File: src/rtl/alu_issue_stage_if.sv
// ---------------------------------------------------------------------------
// alu_issue_stage_if
//   Handshake and data bundle between the upstream register-read stage, the
//   alu_issue_stage decoder/FIFO and the downstream ALU/EX stage.
//
//   Upstream side : in_valid, in_ready, in_instr, in_rs_data, in_rt_data
//   Downstream    : out_valid, out_ready, out_opcode, out_a, out_b, out_dest,
//                   out_wr_en, out_is_branch, out_illegal
//
//   slave  : the issue stage itself (consumes in_*, produces out_*)
//   master : the environment around it (feeds in_*, consumes out_*)
// ---------------------------------------------------------------------------
interface alu_issue_stage_if;
  logic        in_valid;
  logic        in_ready;
  logic [31:0] in_instr;
  logic [31:0] in_rs_data;
  logic [31:0] in_rt_data;

  logic        out_valid;
  logic        out_ready;
  logic [2:0]  out_opcode;
  logic [31:0] out_a;
  logic [31:0] out_b;
  logic [4:0]  out_dest;
  logic        out_wr_en;
  logic        out_is_branch;
  logic        out_illegal;

  modport master (
    output in_valid, in_instr, in_rs_data, in_rt_data, out_ready,
    input  in_ready, out_valid, out_opcode, out_a, out_b, out_dest,
           out_wr_en, out_is_branch, out_illegal
  );

  modport slave (
    input  in_valid, in_instr, in_rs_data, in_rt_data, out_ready,
    output in_ready, out_valid, out_opcode, out_a, out_b, out_dest,
           out_wr_en, out_is_branch, out_illegal
  );
endinterface

File: src/rtl/alu_issue_stage.sv
// ---------------------------------------------------------------------------
// alu_issue_stage
//   Decodes one MIPS instruction per cycle into the ALU's 3-bit opcode and
//   final A/B operands, then buffers the decoded entry in a 2-entry FIFO with
//   valid/ready handshakes on both sides.
//
//   Ports:
//     clk   - rising-edge clock
//     rst_n - asynchronous active-low reset (flushes the FIFO immediately)
//     bus   - alu_issue_stage_if.slave: instruction in, decoded entry out
//
//   in_ready comes straight from a flop so there is no combinational path
//   from out_ready back to in_ready. All out_* data reads 0 when out_valid=0.
// ---------------------------------------------------------------------------
module alu_issue_stage (
  input  logic               clk,
  input  logic               rst_n,
  alu_issue_stage_if.slave   bus
);

  localparam int DEPTH = 2;

  typedef enum logic [2:0] {
    OP_ADD  = 3'b000,
    OP_SLL  = 3'b001,
    OP_SUB  = 3'b010,
    OP_RSVD = 3'b011,
    OP_XOR  = 3'b100,
    OP_SRL  = 3'b101,
    OP_OR   = 3'b110,
    OP_AND  = 3'b111
  } alu_op_e;

  typedef struct packed {
    alu_op_e     opcode;
    logic [31:0] a;
    logic [31:0] b;
    logic [4:0]  dest;
    logic        wr_en;
    logic        is_branch;
    logic        illegal;
  } entry_t;

  localparam entry_t ILLEGAL_ENTRY = '{
    opcode: OP_RSVD, a: '0, b: '0, dest: '0,
    wr_en: 1'b0, is_branch: 1'b0, illegal: 1'b1
  };

  // -------------------------------------------------------------------------
  // Instruction fields
  // -------------------------------------------------------------------------
  logic [5:0]  w_op;
  logic [4:0]  w_rt;
  logic [4:0]  w_rd;
  logic [4:0]  w_shamt;
  logic [5:0]  w_funct;
  logic [31:0] w_se;
  logic [31:0] w_ze;

  assign w_op    = bus.in_instr[31:26];
  assign w_rt    = bus.in_instr[20:16];
  assign w_rd    = bus.in_instr[15:11];
  assign w_shamt = bus.in_instr[10:6];
  assign w_funct = bus.in_instr[5:0];
  assign w_se    = {{16{bus.in_instr[15]}}, bus.in_instr[15:0]};
  assign w_ze    = {16'h0000, bus.in_instr[15:0]};

  // -------------------------------------------------------------------------
  // Combinational decode
  // -------------------------------------------------------------------------
  entry_t w_dec;

  always_comb begin
    // NOTE: every field gets a value before the case, so no path through the
    // decode can leave a field unassigned and infer a latch.
    w_dec = ILLEGAL_ENTRY;
    case (w_op)
      6'b000000: begin
        // R-type: common fields first, shifts override the operands.
        w_dec           = '0;
        w_dec.dest      = w_rd;
        w_dec.wr_en     = 1'b1;
        w_dec.a         = bus.in_rs_data;
        w_dec.b         = bus.in_rt_data;
        case (w_funct)
          6'b100000, 6'b100001: w_dec.opcode = OP_ADD;
          6'b100010, 6'b100011: w_dec.opcode = OP_SUB;
          6'b100100:            w_dec.opcode = OP_AND;
          6'b100101:            w_dec.opcode = OP_OR;
          6'b100110:            w_dec.opcode = OP_XOR;
          6'b000000: begin
            w_dec.opcode = OP_SLL;
            w_dec.a      = bus.in_rt_data;
            w_dec.b      = {27'b0, w_shamt};
          end
          6'b000010: begin
            w_dec.opcode = OP_SRL;
            w_dec.a      = bus.in_rt_data;
            w_dec.b      = {27'b0, w_shamt};
          end
          default:              w_dec = ILLEGAL_ENTRY;
        endcase
      end
      6'b001000, 6'b001001, 6'b100011, 6'b101011: begin
        // addi/addiu/lw/sw all form rs + SE(imm); only sw skips write-back.
        w_dec        = '0;
        w_dec.opcode = OP_ADD;
        w_dec.a      = bus.in_rs_data;
        w_dec.b      = w_se;
        w_dec.dest   = w_rt;
        w_dec.wr_en  = (w_op != 6'b101011);
      end
      6'b001100, 6'b001101, 6'b001110: begin
        w_dec        = '0;
        w_dec.a      = bus.in_rs_data;
        w_dec.b      = w_ze;
        w_dec.dest   = w_rt;
        w_dec.wr_en  = 1'b1;
        case (w_op[1:0])
          2'b00:   w_dec.opcode = OP_AND;
          2'b01:   w_dec.opcode = OP_OR;
          default: w_dec.opcode = OP_XOR;
        endcase
      end
      6'b000100, 6'b000101: begin
        // beq/bne: subtract and let EX look at the zero flag.
        w_dec           = '0;
        w_dec.opcode    = OP_SUB;
        w_dec.a         = bus.in_rs_data;
        w_dec.b         = bus.in_rt_data;
        w_dec.dest      = w_rt;
        w_dec.is_branch = 1'b1;
      end
      default: w_dec = ILLEGAL_ENTRY;
    endcase
  end

  // -------------------------------------------------------------------------
  // 2-entry FIFO
  // -------------------------------------------------------------------------
  entry_t      r_mem [DEPTH];
  logic        r_wr_ptr;
  logic        r_rd_ptr;
  logic [1:0]  r_count;
  logic        r_in_ready;
  logic [1:0]  w_count_nxt;
  logic        w_push;
  logic        w_pop;
  logic        w_out_valid;

  assign w_out_valid = (r_count != 2'd0);
  assign w_push      = bus.in_valid & r_in_ready;
  assign w_pop       = w_out_valid & bus.out_ready;

  always_comb begin
    w_count_nxt = r_count;
    if (w_push && !w_pop)      w_count_nxt = r_count + 2'd1;
    else if (!w_push && w_pop) w_count_nxt = r_count - 2'd1;
  end

  // NOTE: the storage array has no reset; its contents are only visible
  // through the valid-qualified output mux, so resetting it would buy nothing.
  always_ff @(posedge clk) begin
    if (w_push) r_mem[r_wr_ptr] <= w_dec;
  end

  // NOTE: sequential state uses non-blocking assignments only, so every flop
  // samples the pre-edge values regardless of statement order.
  always_ff @(posedge clk or negedge rst_n) begin
    if (!rst_n) begin
      r_wr_ptr   <= 1'b0;
      r_rd_ptr   <= 1'b0;
      r_count    <= 2'd0;
      r_in_ready <= 1'b1;
    end else begin
      // One-bit pointers wrap naturally from 1 back to 0.
      if (w_push) r_wr_ptr <= r_wr_ptr + 1'b1;
      if (w_pop)  r_rd_ptr <= r_rd_ptr + 1'b1;
      r_count    <= w_count_nxt;
      r_in_ready <= (w_count_nxt != 2'd2);
    end
  end

  // -------------------------------------------------------------------------
  // Outputs: head entry, forced to zero when empty
  // -------------------------------------------------------------------------
  entry_t w_head;

  assign w_head = w_out_valid ? r_mem[r_rd_ptr] : '0;

  assign bus.in_ready      = r_in_ready;
  assign bus.out_valid     = w_out_valid;
  assign bus.out_opcode    = w_head.opcode;
  assign bus.out_a         = w_head.a;
  assign bus.out_b         = w_head.b;
  assign bus.out_dest      = w_head.dest;
  assign bus.out_wr_en     = w_head.wr_en;
  assign bus.out_is_branch = w_head.is_branch;
  assign bus.out_illegal   = w_head.illegal;

endmodule
File: src/flat_wrapper.sv
// flat-port wrapper written by rule: the top's interface ports become plain ports
module alu_issue_stage_flat 
  (clk, rst_n, bus_in_valid, bus_in_instr, bus_in_rs_data, bus_in_rt_data, bus_out_ready, bus_in_ready, bus_out_valid, bus_out_opcode, bus_out_a, bus_out_b, bus_out_dest, bus_out_wr_en, bus_out_is_branch, bus_out_illegal);
  alu_issue_stage_if bus_i ();
  input  logic clk;
  input  logic rst_n;
  input wire logic [$bits(bus_i.in_valid)-1:0] bus_in_valid;
  input wire logic [$bits(bus_i.in_instr)-1:0] bus_in_instr;
  input wire logic [$bits(bus_i.in_rs_data)-1:0] bus_in_rs_data;
  input wire logic [$bits(bus_i.in_rt_data)-1:0] bus_in_rt_data;
  input wire logic [$bits(bus_i.out_ready)-1:0] bus_out_ready;
  output wire logic [$bits(bus_i.in_ready)-1:0] bus_in_ready;
  output wire logic [$bits(bus_i.out_valid)-1:0] bus_out_valid;
  output wire logic [$bits(bus_i.out_opcode)-1:0] bus_out_opcode;
  output wire logic [$bits(bus_i.out_a)-1:0] bus_out_a;
  output wire logic [$bits(bus_i.out_b)-1:0] bus_out_b;
  output wire logic [$bits(bus_i.out_dest)-1:0] bus_out_dest;
  output wire logic [$bits(bus_i.out_wr_en)-1:0] bus_out_wr_en;
  output wire logic [$bits(bus_i.out_is_branch)-1:0] bus_out_is_branch;
  output wire logic [$bits(bus_i.out_illegal)-1:0] bus_out_illegal;
  assign bus_i.in_valid = bus_in_valid;
  assign bus_i.in_instr = bus_in_instr;
  assign bus_i.in_rs_data = bus_in_rs_data;
  assign bus_i.in_rt_data = bus_in_rt_data;
  assign bus_i.out_ready = bus_out_ready;
  assign bus_in_ready = bus_i.in_ready;
  assign bus_out_valid = bus_i.out_valid;
  assign bus_out_opcode = bus_i.out_opcode;
  assign bus_out_a = bus_i.out_a;
  assign bus_out_b = bus_i.out_b;
  assign bus_out_dest = bus_i.out_dest;
  assign bus_out_wr_en = bus_i.out_wr_en;
  assign bus_out_is_branch = bus_i.out_is_branch;
  assign bus_out_illegal = bus_i.out_illegal;
  alu_issue_stage u_core (.clk(clk), .rst_n(rst_n), .bus(bus_i));
endmodule
File: config.mk
export PLATFORM = sky130hd
export DESIGN_NAME = alu_issue_stage_flat
export DESIGN_NICKNAME = d
export VERILOG_FILES = /design/src/rtl/alu_issue_stage_if.sv /design/src/rtl/alu_issue_stage.sv /design/src/flat_wrapper.sv
export SDC_FILE = /design/constraint.sdc
export NUM_CORES = 1
export LEC_CHECK = 0
export CELL_PAD_IN_SITES_DETAIL_PLACEMENT = 0
export CELL_PAD_IN_SITES_GLOBAL_PLACEMENT = 1
export CORE_UTILIZATION = 40
export DETAILED_ROUTE_END_ITERATION = 7
export GPL_ROUTABILITY_DRIVEN = 0
export PLACE_DENSITY = 0.84
export REMOVE_ABC_BUFFERS = 1
export SYNTH_ARGS = -nofsm -noshare
export SYNTH_HDL_FRONTEND = slang
export SYNTH_SLANG_ARGS = --single-unit
export TNS_END_PERCENT = 5
File: constraint.sdc
create_clock -name clk -period 5.4 [get_ports clk]
set_clock_uncertainty 0.2 [all_clocks]
set_input_delay 0.54 -clock clk [delete_from_list [all_inputs] [get_ports clk]]
set_output_delay 0.54 -clock clk [all_outputs]
set_load 0.005 [all_outputs]
# Yosys cells after proc, flatten, opt, wreduce, memory -nomap -nowiden
# Memories as Yosys holds them, arrays and structs flattened.
# Cells that the tools add are included.
# W data, S select, Z words.
dict set report word_totals {
  reg_bits 5
  ram_bits 150
  inputBits 100
  output_inout_bits 77
  word_cells 57
  memories 1
}
dict set report op_classes {
  add_sub_neg 4
  eq_ne 20
  mux 10
  bitwise_logic 2
  n_reduce_logical 16
}
# memory depth width rd rd_ports_with_merged_regs wr line_no
set mem_list {}
lappend mem_list {u_core.r_mem 2 75 1 0 1 alu_issue_stage.sv:141} ;# entry_t r_mem [DEPTH];
# cell n
set ops {}
lappend ops {{$pmux W75 S4} 1}
lappend ops {{$pmux W64 S2} 1}
lappend ops {{$mux W75} 1}
lappend ops {{$eq A6 B6 Y1 const B} 9}
lappend ops {{$eq A6 B4 Y1 const B} 5}
lappend ops {{$pmux W3 S7} 1}
lappend ops {{$eq A6 B3 Y1 const B} 2}
lappend ops {{$logic_not A6 Y1} 2}
lappend ops {{$reduce_or A9 Y1} 1}
lappend ops {{$mux W8} 1}
lappend ops {{$reduce_or A2 Y1} 4}
lappend ops {{$reduce_or A7 Y1} 1}
lappend ops {{$eq A6 B2 Y1 const B} 1}
lappend ops {{$ne A6 B6 Y1 const B} 1}
lappend ops {{$mux W2} 2}
lappend ops {{$pmux W2 S2} 1}
lappend ops {{$reduce_or A4 Y1} 1}
lappend ops {{$reduce_or A3 Y1} 1}
lappend ops {{$add A1 B1 Y1 const B} 2}
lappend ops {{$add A2 B1 Y2 const B} 1}
lappend ops {{$and A1 B1 Y1} 2}
lappend ops {{$eq A2 B1 Y1 const B} 1}
lappend ops {{$logic_and A1 B1 Y1} 2}
lappend ops {{$logic_not A1 Y1} 2}
lappend ops {{5 further kinds} 6}

# Logic depth before layout (Yosys ltp)
# Gate-level depths: netlist of the first run.
dict set report logic_depth {
  depth_word 6
  ltp_mapped 7
}

# Worst setup path after synthesis of the first run
# No wires, ideal clock.
dict set report synth_timing {
  path_kind {register -> register}
  startpoint {register u_core.r_in_ready, in the netlist u_core.bus.in_ready}
  endpoint {memory u_core.r_mem[0][0] in the netlist's numbering, enable pin}
  setup_ns 0.509
  arrival_time_ns 3.818
  t_required_ns 4.691
  setup_slack_ns 0.873
  path_stages_with_launch 3
  cell_sequence {dfstp_2 > nand2_1 > nor2_1}
}
dict set report synth_via {
  elab_chain_len 3
}
# item line_no
set synth_lines {}
lappend synth_lines {{from (decl)} alu_issue_stage.sv:145} ;# logic r_in_ready;
lappend synth_lines {{from (signal assigned)} alu_issue_stage.sv:180} ;# r_in_ready <= (w_count_nxt != 2'd2);
lappend synth_lines {{$and A1 B1 Y1} alu_issue_stage.sv:152} ;# assign w_push = bus.in_valid & r_in_ready;
lappend synth_lines {{$mux W1} alu_issue_stage.sv:164} ;# if (w_push) r_mem[r_wr_ptr] <= w_dec;
lappend synth_lines {{$mux W1 (not written as such)} alu_issue_stage.sv:164}
lappend synth_lines {{to (decl)} alu_issue_stage.sv:141}
# Every way passes these cells.

# Final worst setup path of the first run
dict set report layout_timing {
  startpoint {register u_core.r_count[1]}
  endpoint {output bus_out_a[15]}
}
dict set report layout_via {
  elab_chain_len 2
}
# item line_no
set layout_lines {}
lappend layout_lines {{from (decl)} alu_issue_stage.sv:144} ;# logic [1:0] r_count;
lappend layout_lines {{from (signal assigned)} alu_issue_stage.sv:179} ;# r_count <= w_count_nxt;
lappend layout_lines {{$reduce_bool A2 Y1} alu_issue_stage.sv:151} ;# assign w_out_valid = (r_count != 2'd0);
lappend layout_lines {{$mux W75} alu_issue_stage.sv:189} ;# assign w_head = w_out_valid ? r_mem[r_rd_ptr] : '0;
lappend layout_lines {{to (decl)} flat_wrapper.sv:15} ;# output wire logic [$bits(bus_i.out_a)-1:0] bus_out_a;
# Every way passes these cells.

==> flow_summary.ini, run 1 <==
[outcome]
status = finished clean

[yosys]
async_flop_share = 0.0323
post_synth.cell_area_avg_um2 = 14.4
yosysUniqueCellTypes = 52
synth.ff_latch_count = 155
synthCells = 487
synth_flop_cell = edfxtp_1
synth_seq_area_share = 0.660
yosys_warnings = 0
synth-edff-count = 150
syn-cell-area_um2 = 7010

[cells_and_area]
layout-drive-gt1-share = 0.0905
final_common_cell = clkdlybuf4s50_1
multi_input_comb_area_um2 = 2180
insertedDiodeCount = 0
nNetsFinal = 751
syn_to_final_growth_pct = 34.7
seq_area_um2 = 4630
layout_common_cells = clkdlybuf4s50_1, edfxtp_1, nor2_1, mux2i_1, a22o_1
num-fill-cells = 1411

[placed_design]
port_buffers = 171
place_hpwl_um = 10500

[worst_setup_path]
crit_required_ps = 4660
critPathMaxFanout = 44
cp_cell_sequence = inv_1 -> ha_2 -> buf_4 -> nor2_1 -> clkdlybuf4s50_1
end_kind = output pin
critical_path_arrival_ps = 2740
critPathBufInv = 3
cpLargestDelayFamily = buffers and inverters
critPathLaunchType = flop
cp_slowest_cell = ha_2
critical_path_class = reg -> out
cpPeakStageDelay_ps = 630

[clocking]
cts-root-buf = clkbuf_16
clk_pin_slew_ps = 60
cts_resized = 0
clk-insertion-delay-late_ps = 410
h-tree-depth = 4
clock_path_buffers = 2
hold_buffers = 0
cts_tree = built
cts_sinks = 155
numCtsBuffers = 17
post-cts-setup-buffer-count = 0

[die]
dieHeight_um = 134
coreArea_um2 = 17200
fp-row-count = 48
die_area_um2 = 18100
start_util = 0.407
fp.dieW_um = 134
io_pins = 177

[sta]
slew-limit-headroom = 0.263
period_share = 0.645
period_needed_ps = 3480
whs_ps = 147
finalSetupViolations = 0
report.final.slew_viol_count = 0
worst_slew_pin_slew_ps = 1110
finalSetupTns_ps = 0
fmax_mhz = 287
hold_violations = 0
rsz0062_at_grt = false

[detailed_routing]
dr.pass1.iters = 4
wirelength_um = 16500
dr.first_iter.drc_count = 315
ant_nets = 0
wl_per_cell_um = 18.6
drc = 0
viasPerCell = 5.28
vias = 4692

[global_route]
grt_max_degree = 76
antenna_found_initial = 0
grt_remaining_overflow = 0
grt_pass1_vias = 4940
grt_pass1_wl_um = 25700
grtUsageTotal = 0.189

[flow_run]
cap_violations = 0

[pwr]
peakVddDrop_mv = 0.410
p_leak_nw = 3.59
p_per_area_nw_per_um2 = 490

[worst_hold_path]
hold_path_class = in -> async
[metal layers]
metal / wire length, µm / vias to the layer above / track usage / part of all wire
met3: 935 / 11 / 0.0378 / 0.057
met1: 6920 / 2333 / 0.227 / 0.42
li1: - / 2191 / - / -
met4: 127 / 0 / 0.0649 / 0.0077
met5: 0 / - / 0 / 0
met2: 8510 / 157 / 0.336 / 0.52
[final cells by class]
cell class / count / area share
clock inverter: 10 / 0.00954
timing repair buffer: 175 / 0.184
tap: 225 / 0.0298
clock buffer: 22 / 0.0513
sequential: 155 / 0.491
multi-input combinational: 292 / 0.231
inverter: 9 / 0.00358
[synth_stat cells (all sizes together) (5+ instances only)]
cell | number | area [µm²]
a21o | 16 | 120
a21oi | 5 | 25.0
a221o | 5 | 51.3
a22o | 48 | 427
buf | 22 | 153
clkbuf | 9 | 35.0
edfxtp | 150 | 4500
inv | 9 | 33.8
mux2i | 75 | 751
nand2 | 7 | 28.8
nand3 | 12 | 65.1
nor2 | 85 | 329
xnor2 | 5 | 43.8
[worst register-to-register path: stages, from the launching register on]
cell	delay, ps
dfrtp_1	420
inv_1	80
ha_2	630
nor2b_1	230
maj3_1	370
mux2_2	280
nand2b_1	70
[logic make-up after synthesis]
group | after synthesis | synth area share
buffers and inverters | 40 | 0.0316
adders and majority gates | 2 | 0.00321
AOI/OAI and AO/OA | 91 | 0.109
and+or+nand+nor | 117 | 0.0797
DFF | 155 | 0.660
xor gates and xnor gates | 6 | 0.00749
muxes | 76 | 0.109
[state kept, by name (all words and copies together) (netlist names)]
| register | cells |
|---|---|
| u_core.r_wr_ptr | 1 |
| u_core.r_mem | 150 |
| u_core.r_count | 2 |
| u_core.r_rd_ptr | 1 |
| u_core.bus.in_ready | 1 |
[through the flow]
stage | power, mW | instance area (µm²) | setup slack (ps) | cells | utilization
2_1_floorplan | 2.60 | 6830 | 873 | 456 | -
3_3_place_gp | 3.50 | 8870 | 2070 | 856 | 0.515
3_5_place_dp | 3.54 | 8870 | 1940 | 856 | 0.515
4_1_cts | 4.69 | 9450 | 1850 | 888 | 0.548
5_1_grt | 4.88 | 9450 | 1690 | 888 | 0.548
6_report | 4.63 | 9450 | 1920 | 888 | 0.548
[power breakdown]
| part | total (mW) | internal, mW | switching (mW) | leakage (nW) |
|---|---|---|---|---|
| clock | 1.14 | 0.682 | 0.456 | 0.278 |
| combinational | 1.77 | 0.947 | 0.825 | 1.84 |
| sequential | 1.72 | 1.65 | 0.0744 | 1.47 |
[final timing paths]
path                       slack (ps)  depth (start not counted)             endpoint              start
max in group asynchronous        4600                          1  u_core.bus.in_ready              rst_n
max                              1920                          5        bus_out_a[15]  u_core.r_count[1]
max reg2reg                      3060                          6  u_core.bus.in_ready  u_core.r_count[1]
min reg2reg                       360                          1      u_core.r_wr_ptr    u_core.r_wr_ptr
min in group clk                  360                          1      u_core.r_wr_ptr    u_core.r_wr_ptr
min                               150                          1    u_core.r_count[0]              rst_n
No activity file was read; power rests on OpenSTA's default activity.
==> run 2, diff against run 1 <==
Clock period 5.4 ns to 3.6 ns, I/O delays scaled along.
==> run 2 against run 1 <==
  * Cell count grew 0.90%
  * Critical path depth shrank 1
  * Via count grew 1.6%
  * Global-route usage is essentially flat
  * Design area grew 0.79%
  * Worst setup slack lost 1300 ps
  * Clock power grew 45%
  * First-iteration DRC count shrank 1.3%
  * Sequential power grew 55%
  * Sequential share of layout area shrank 0.39 points
==> flow_summary.ini, run 2 (same netlist as run 1, synthesis figures left out) <==
[pwr]
p_leak_nw = 3.62
p_per_area_nw_per_um2 = 727
peakVddDrop_mv = 0.465

[global_route]
grt_pass1_wl_um = 25500
antenna_found_initial = 0
grt_remaining_overflow = 0
grt_pass1_vias = 4897
grt_max_degree = 76
grtUsageTotal = 0.188

[cells_and_area]
nNetsFinal = 759
layout_common_cells = clkdlybuf4s50_1, edfxtp_1, nor2_1, mux2i_1, a22o_1
final_common_cell = clkdlybuf4s50_1
largest_reg_flops = 150
top_register = u_core.r_mem
num-fill-cells = 1377
layout-drive-gt1-share = 0.0969
insertedDiodeCount = 0
final_area_um2 = 9520
syn_to_final_growth_pct = 35.7
reg_top3 = u_core.r_mem (150), u_core.r_count (2)

[sta]
setup_slack_ps = 640
fmax_mhz = 338
hold_violations = 0
period_share = 0.822
rsz0062_at_grt = false
report.final.slew_viol_count = 0
finalSetupViolations = 0
period_needed_ps = 2960
finalSetupTns_ps = 0
worst_slew_pin_slew_ps = 880
slew-limit-headroom = 0.411

[worst_setup_path]
end_kind = output pin
critPathLaunchType = flop
cp_slowest_cell = dfrtp_4
crit_required_ps = 3040
critPathMaxFanout = 34
cp_cell_sequence = buf_4 -> mux2i_1 -> nor2_1 -> clkdlybuf4s50_1
critical_path_class = reg -> out
cpPeakStageDelay_ps = 840
critical_path_arrival_ps = 2400

[placed_design]
port_buffers = 171
place_area_um2 = 8960
pre_cts_ws_ps = 848
place_hpwl_um = 10900

[detailed_routing]
vias = 4767
dr.first_iter.drc_count = 311
viasPerCell = 5.32
ant_nets = 0
wl_per_cell_um = 18.3
dr.pass1.iters = 5
drc = 0
wirelength_um = 16400

[clocking]
cts_tree = built
clk_pin_slew_ps = 60
numCtsBuffers = 17
clock_path_buffers = 2
post-cts-setup-buffer-count = 0
cts_resized = 0
cts_sinks = 155
h-tree-depth = 4
cts-root-buf = clkbuf_16
hold_buffers = 1
clk-insertion-delay-late_ps = 420

[die]
fp.dieW_um = 134
die_area_um2 = 18100
start_util = 0.407
coreArea_um2 = 17200
fp-row-count = 48
io_pins = 177
dieHeight_um = 134

[flow_run]
cap_violations = 0

[worst_hold_path]
hold_path_class = reg -> reg

[outcome]
status = finished clean
==> run 2: cell types whose count changed in the layout (fill, tap and decap cells not counted) <==
cell	change
dlygate4sd3_1	+1
clkinvlp_4	+3
inv_6	-1
clkbuf_1	+2
buf_12	+3
clkinv_2	-1
clkbuf_8	-3
buf_4	+4
==> run 2: final cells by class <==
type                            instances  area [µm²]  area share
Clock buffer                           21         450      0.0473
Clock inverter                         11        98.8      0.0104
Inverter                                9        33.8     0.00355
Multi-Input combinational cell        292        2180       0.229
Sequential cell                       155        4630       0.487
Tap cell                              225         282      0.0296
Timing Repair Buffer                  183        1840       0.193
==> run 2: final timing paths <==
path / end / from / slack (ps) / depth (start not counted)
worst max-delay path: bus_out_b[10] / u_core.r_rd_ptr / 640 / 4
max in group asynchronous: u_core.bus.in_ready / rst_n / 2420 / 2
worst max register to register: u_core.bus.in_ready / u_core.r_count[1] / 1460 / 7
min in group asynchronous: u_core.r_wr_ptr / rst_n / 520 / 2
worst min-delay path: u_core.r_wr_ptr / u_core.r_wr_ptr / 360 / 1
worst min register to register: u_core.r_wr_ptr / u_core.r_wr_ptr / 360 / 1
==> run 2: report_power, final <==
group          internal (mW)  switching, mW
Clock                  0.964          0.690
Sequential              2.46          0.208
Combinational           1.46           1.14
Total                   4.88           2.04
==> run 2: metrics by stage <==
stage	hold slack, ps	utilization	total power, mW	cells
after detailed placement	349	0.520	5.35	863
after CTS	360	0.552	7.01	896
after floorplan	-136	-	3.91	456
final	362	0.552	6.92	896
after global placement	336	0.520	5.29	863
after global routing	401	0.552	7.30	896
==> run 2: routing by layer <==
layer	up-vias	wire length, µm	GRT usage
li1	2217	-	-
met1	2341	6900	0.233
met2	194	8280	0.321
met3	15	1060	0.0529
met4	0	151	0.0537
met5	-	0	0
==> run 2: worst max-delay path, delay by kind of cell, from the launching register on <==
| family | cells | cell delay, ps |
|---|---|---|
| AND/OR/NAND/NOR | 1 | 140 |
| flip-flops | 1 | 840 |
| buffers and inverters | 2 | 870 |
| multiplexers | 1 | 100 |
==> run 3, diff against run 2 <==
Settings changed: CORE_UTILIZATION 40 to 36, PLACE_DENSITY 0.84 to 0.8.
Clock period 3.6 ns to 2.5 ns, I/O delays scaled along.
==> run 3 against run 2 <==
  * Critical path depth is the same
  * Routed wire length grew 1.7%
  * Sequential power up 39%
  * Worst setup slack got worse by 590 ps
  * First-iteration DRC count decreased by 25%
  * Total power grew 49%
  * Design area is 3.6% higher
  * Count of clock-buffer cells in the layout is 1 lower
  * Hold slack worse by 38 ps
  * Global-route usage shrank 1.9 points
==> flow_summary.ini, run 3 (same netlist as run 1, synthesis figures left out) <==
[die]
coreArea_um2 = 18900
die_area_um2 = 20000
fp.dieW_um = 142
start_util = 0.371
dieHeight_um = 142
fp-row-count = 50
io_pins = 177

[worst_setup_path]
crit_required_ps = 2050
cp_cell_sequence = buf_12 -> mux2i_1 -> nor2_1 -> clkdlybuf4s50_1
critPathMaxFanout = 39
critical_path_arrival_ps = 2000
cpLargestDelayFamily = buffers and inverters
cpPeakStageDelay_ps = 540
critical_path_class = reg -> out
end_kind = output pin
critPathBufInv = 2
critPathLaunchType = flop
cp_slowest_cell = clkdlybuf4s50_1

[cells_and_area]
num-fill-cells = 1622
seq_area_um2 = 4630
layout_common_cells = clkdlybuf4s50_1, edfxtp_1, nor2_1, mux2i_1, a22o_1
multi_input_comb_area_um2 = 2200
final_cells = 952
insertedDiodeCount = 0
top_register = u_core.r_mem
nNetsFinal = 780
final_common_cell = clkdlybuf4s50_1
final_area_um2 = 9860
largest_reg_flops = 150
final_core_util = 0.522
reg_top3 = u_core.r_mem (150), u_core.r_count (2)
layout-drive-gt1-share = 0.130
syn_to_final_growth_pct = 40.6

[pwr]
p_per_area_nw_per_um2 = 1050
seqPwrFrac = 0.359
p_int_mw = 7.33
clkPwrFrac = 0.246
p_total_mw = 10.3
switching_power_mw = 2.98
swShare = 0.290
peakVddDrop_mv = 0.550
p_leak_nw = 3.78
p_comb_frac = 0.395

[detailed_routing]
dr.first_iter.drc_count = 233
vias = 4779
dr.pass1.iters = 4
ant_nets = 0
drc = 0
viasPerCell = 5.02
wirelength_um = 16700
wl_per_cell_um = 17.5

[global_route]
grtUsageTotal = 0.170
grt_max_degree = 76
antenna_found_initial = 0
grt_pass1_vias = 4933
grt_pass1_wl_um = 25800
grt_remaining_overflow = 0

[outcome]
status = finished clean

[clocking]
numCtsBuffers = 17
cts_sinks = 155
cts_tree = built
clk_pin_slew_ps = 60
h-tree-depth = 4
clk-insertion-delay-late_ps = 420
clock_path_buffers = 2
cts-root-buf = clkbuf_16

[flow_run]
cap_violations = 0

[sta]
hold_violations = 0
period_share = 0.980
rsz0062_at_grt = true
worst_slew_pin_slew_ps = 519
fmax_mhz = 408
finalSetupViolations = 0
report.final.slew_viol_count = 0
slew-limit-headroom = 0.645
whs_ps = 324
period_needed_ps = 2450

[placed_design]
port_buffers = 171
place_area_um2 = 9230
place_hpwl_um = 11400
placed_cells = 918

[worst_hold_path]
hold_path_class = in -> reg
[run 3: cell type report]
| class | count | share of cell area |
|---|---|---|
| flip-flops and latches | 155 | 0.470 |
| multi-input cells | 292 | 0.223 |
| repair buffers | 204 | 0.211 |
| clock buffers | 20 | 0.0443 |
| well taps | 260 | 0.0330 |
| clock inverters | 12 | 0.0151 |
| inverters | 9 | 0.00343 |
[run 3: path summary, 6_finish.rpt]
kind / slack (ps) / endpoint / from / depth (start not counted)
max in group asynchronous: 1450 / u_core.bus.in_ready / rst_n / 2
min in group asynchronous: 400 / u_core.r_wr_ptr / rst_n / 2
setup / recovery: 50 / bus_out_b[8] / u_core.r_rd_ptr / 4
setup reg to reg: 500 / u_core.bus.in_ready / u_core.r_count[0] / 7
hold / removal: 320 / u_core.r_mem[1][43] / bus_in_rs_data[3] / 2
hold reg to reg: 390 / u_core.r_wr_ptr / u_core.r_wr_ptr / 1
[run 3: per-stage QoR]
step	setup TNS, ps	setup slack (ps)
floorplan	-254820	-2030
finish	0	50.9
global route	-43.8	-18.0
CTS	0	17.6
detailed placement	0	88.3
global placement	0	140
[run 3: what timing repair did]
action                                  in CTS  in global routing
endpoints found under the setup margin      36                 22
setup buffers                                0                  1
hold buffers                                 1                  0
cloned                                       0                  0
gates resized for setup                      9                  1
endpoints found under the hold margin        4                  0
[run 3: power groups by stage]
stage | registers, mW | logic, mW | clock network, mW
global route | 3.75 | 4.39 | 2.68
detailed placement | 3.76 | 4.07 | 0
floorplan | 3.98 | 1.65 | 0
global placement | 3.72 | 4.02 | 0
CTS | 3.71 | 4.14 | 2.58
finish | 3.70 | 4.07 | 2.54
[run 3: routing by layer]
layer / vias up / global-route usage / share of wire
li1: 2253 / - / -
met1: 2350 / 0.212 / 0.44
met2: 156 / 0.289 / 0.49
met3: 20 / 0.0344 / 0.052
met4: 0 / 0.0651 / 0.017
met5: - / 0 / 0
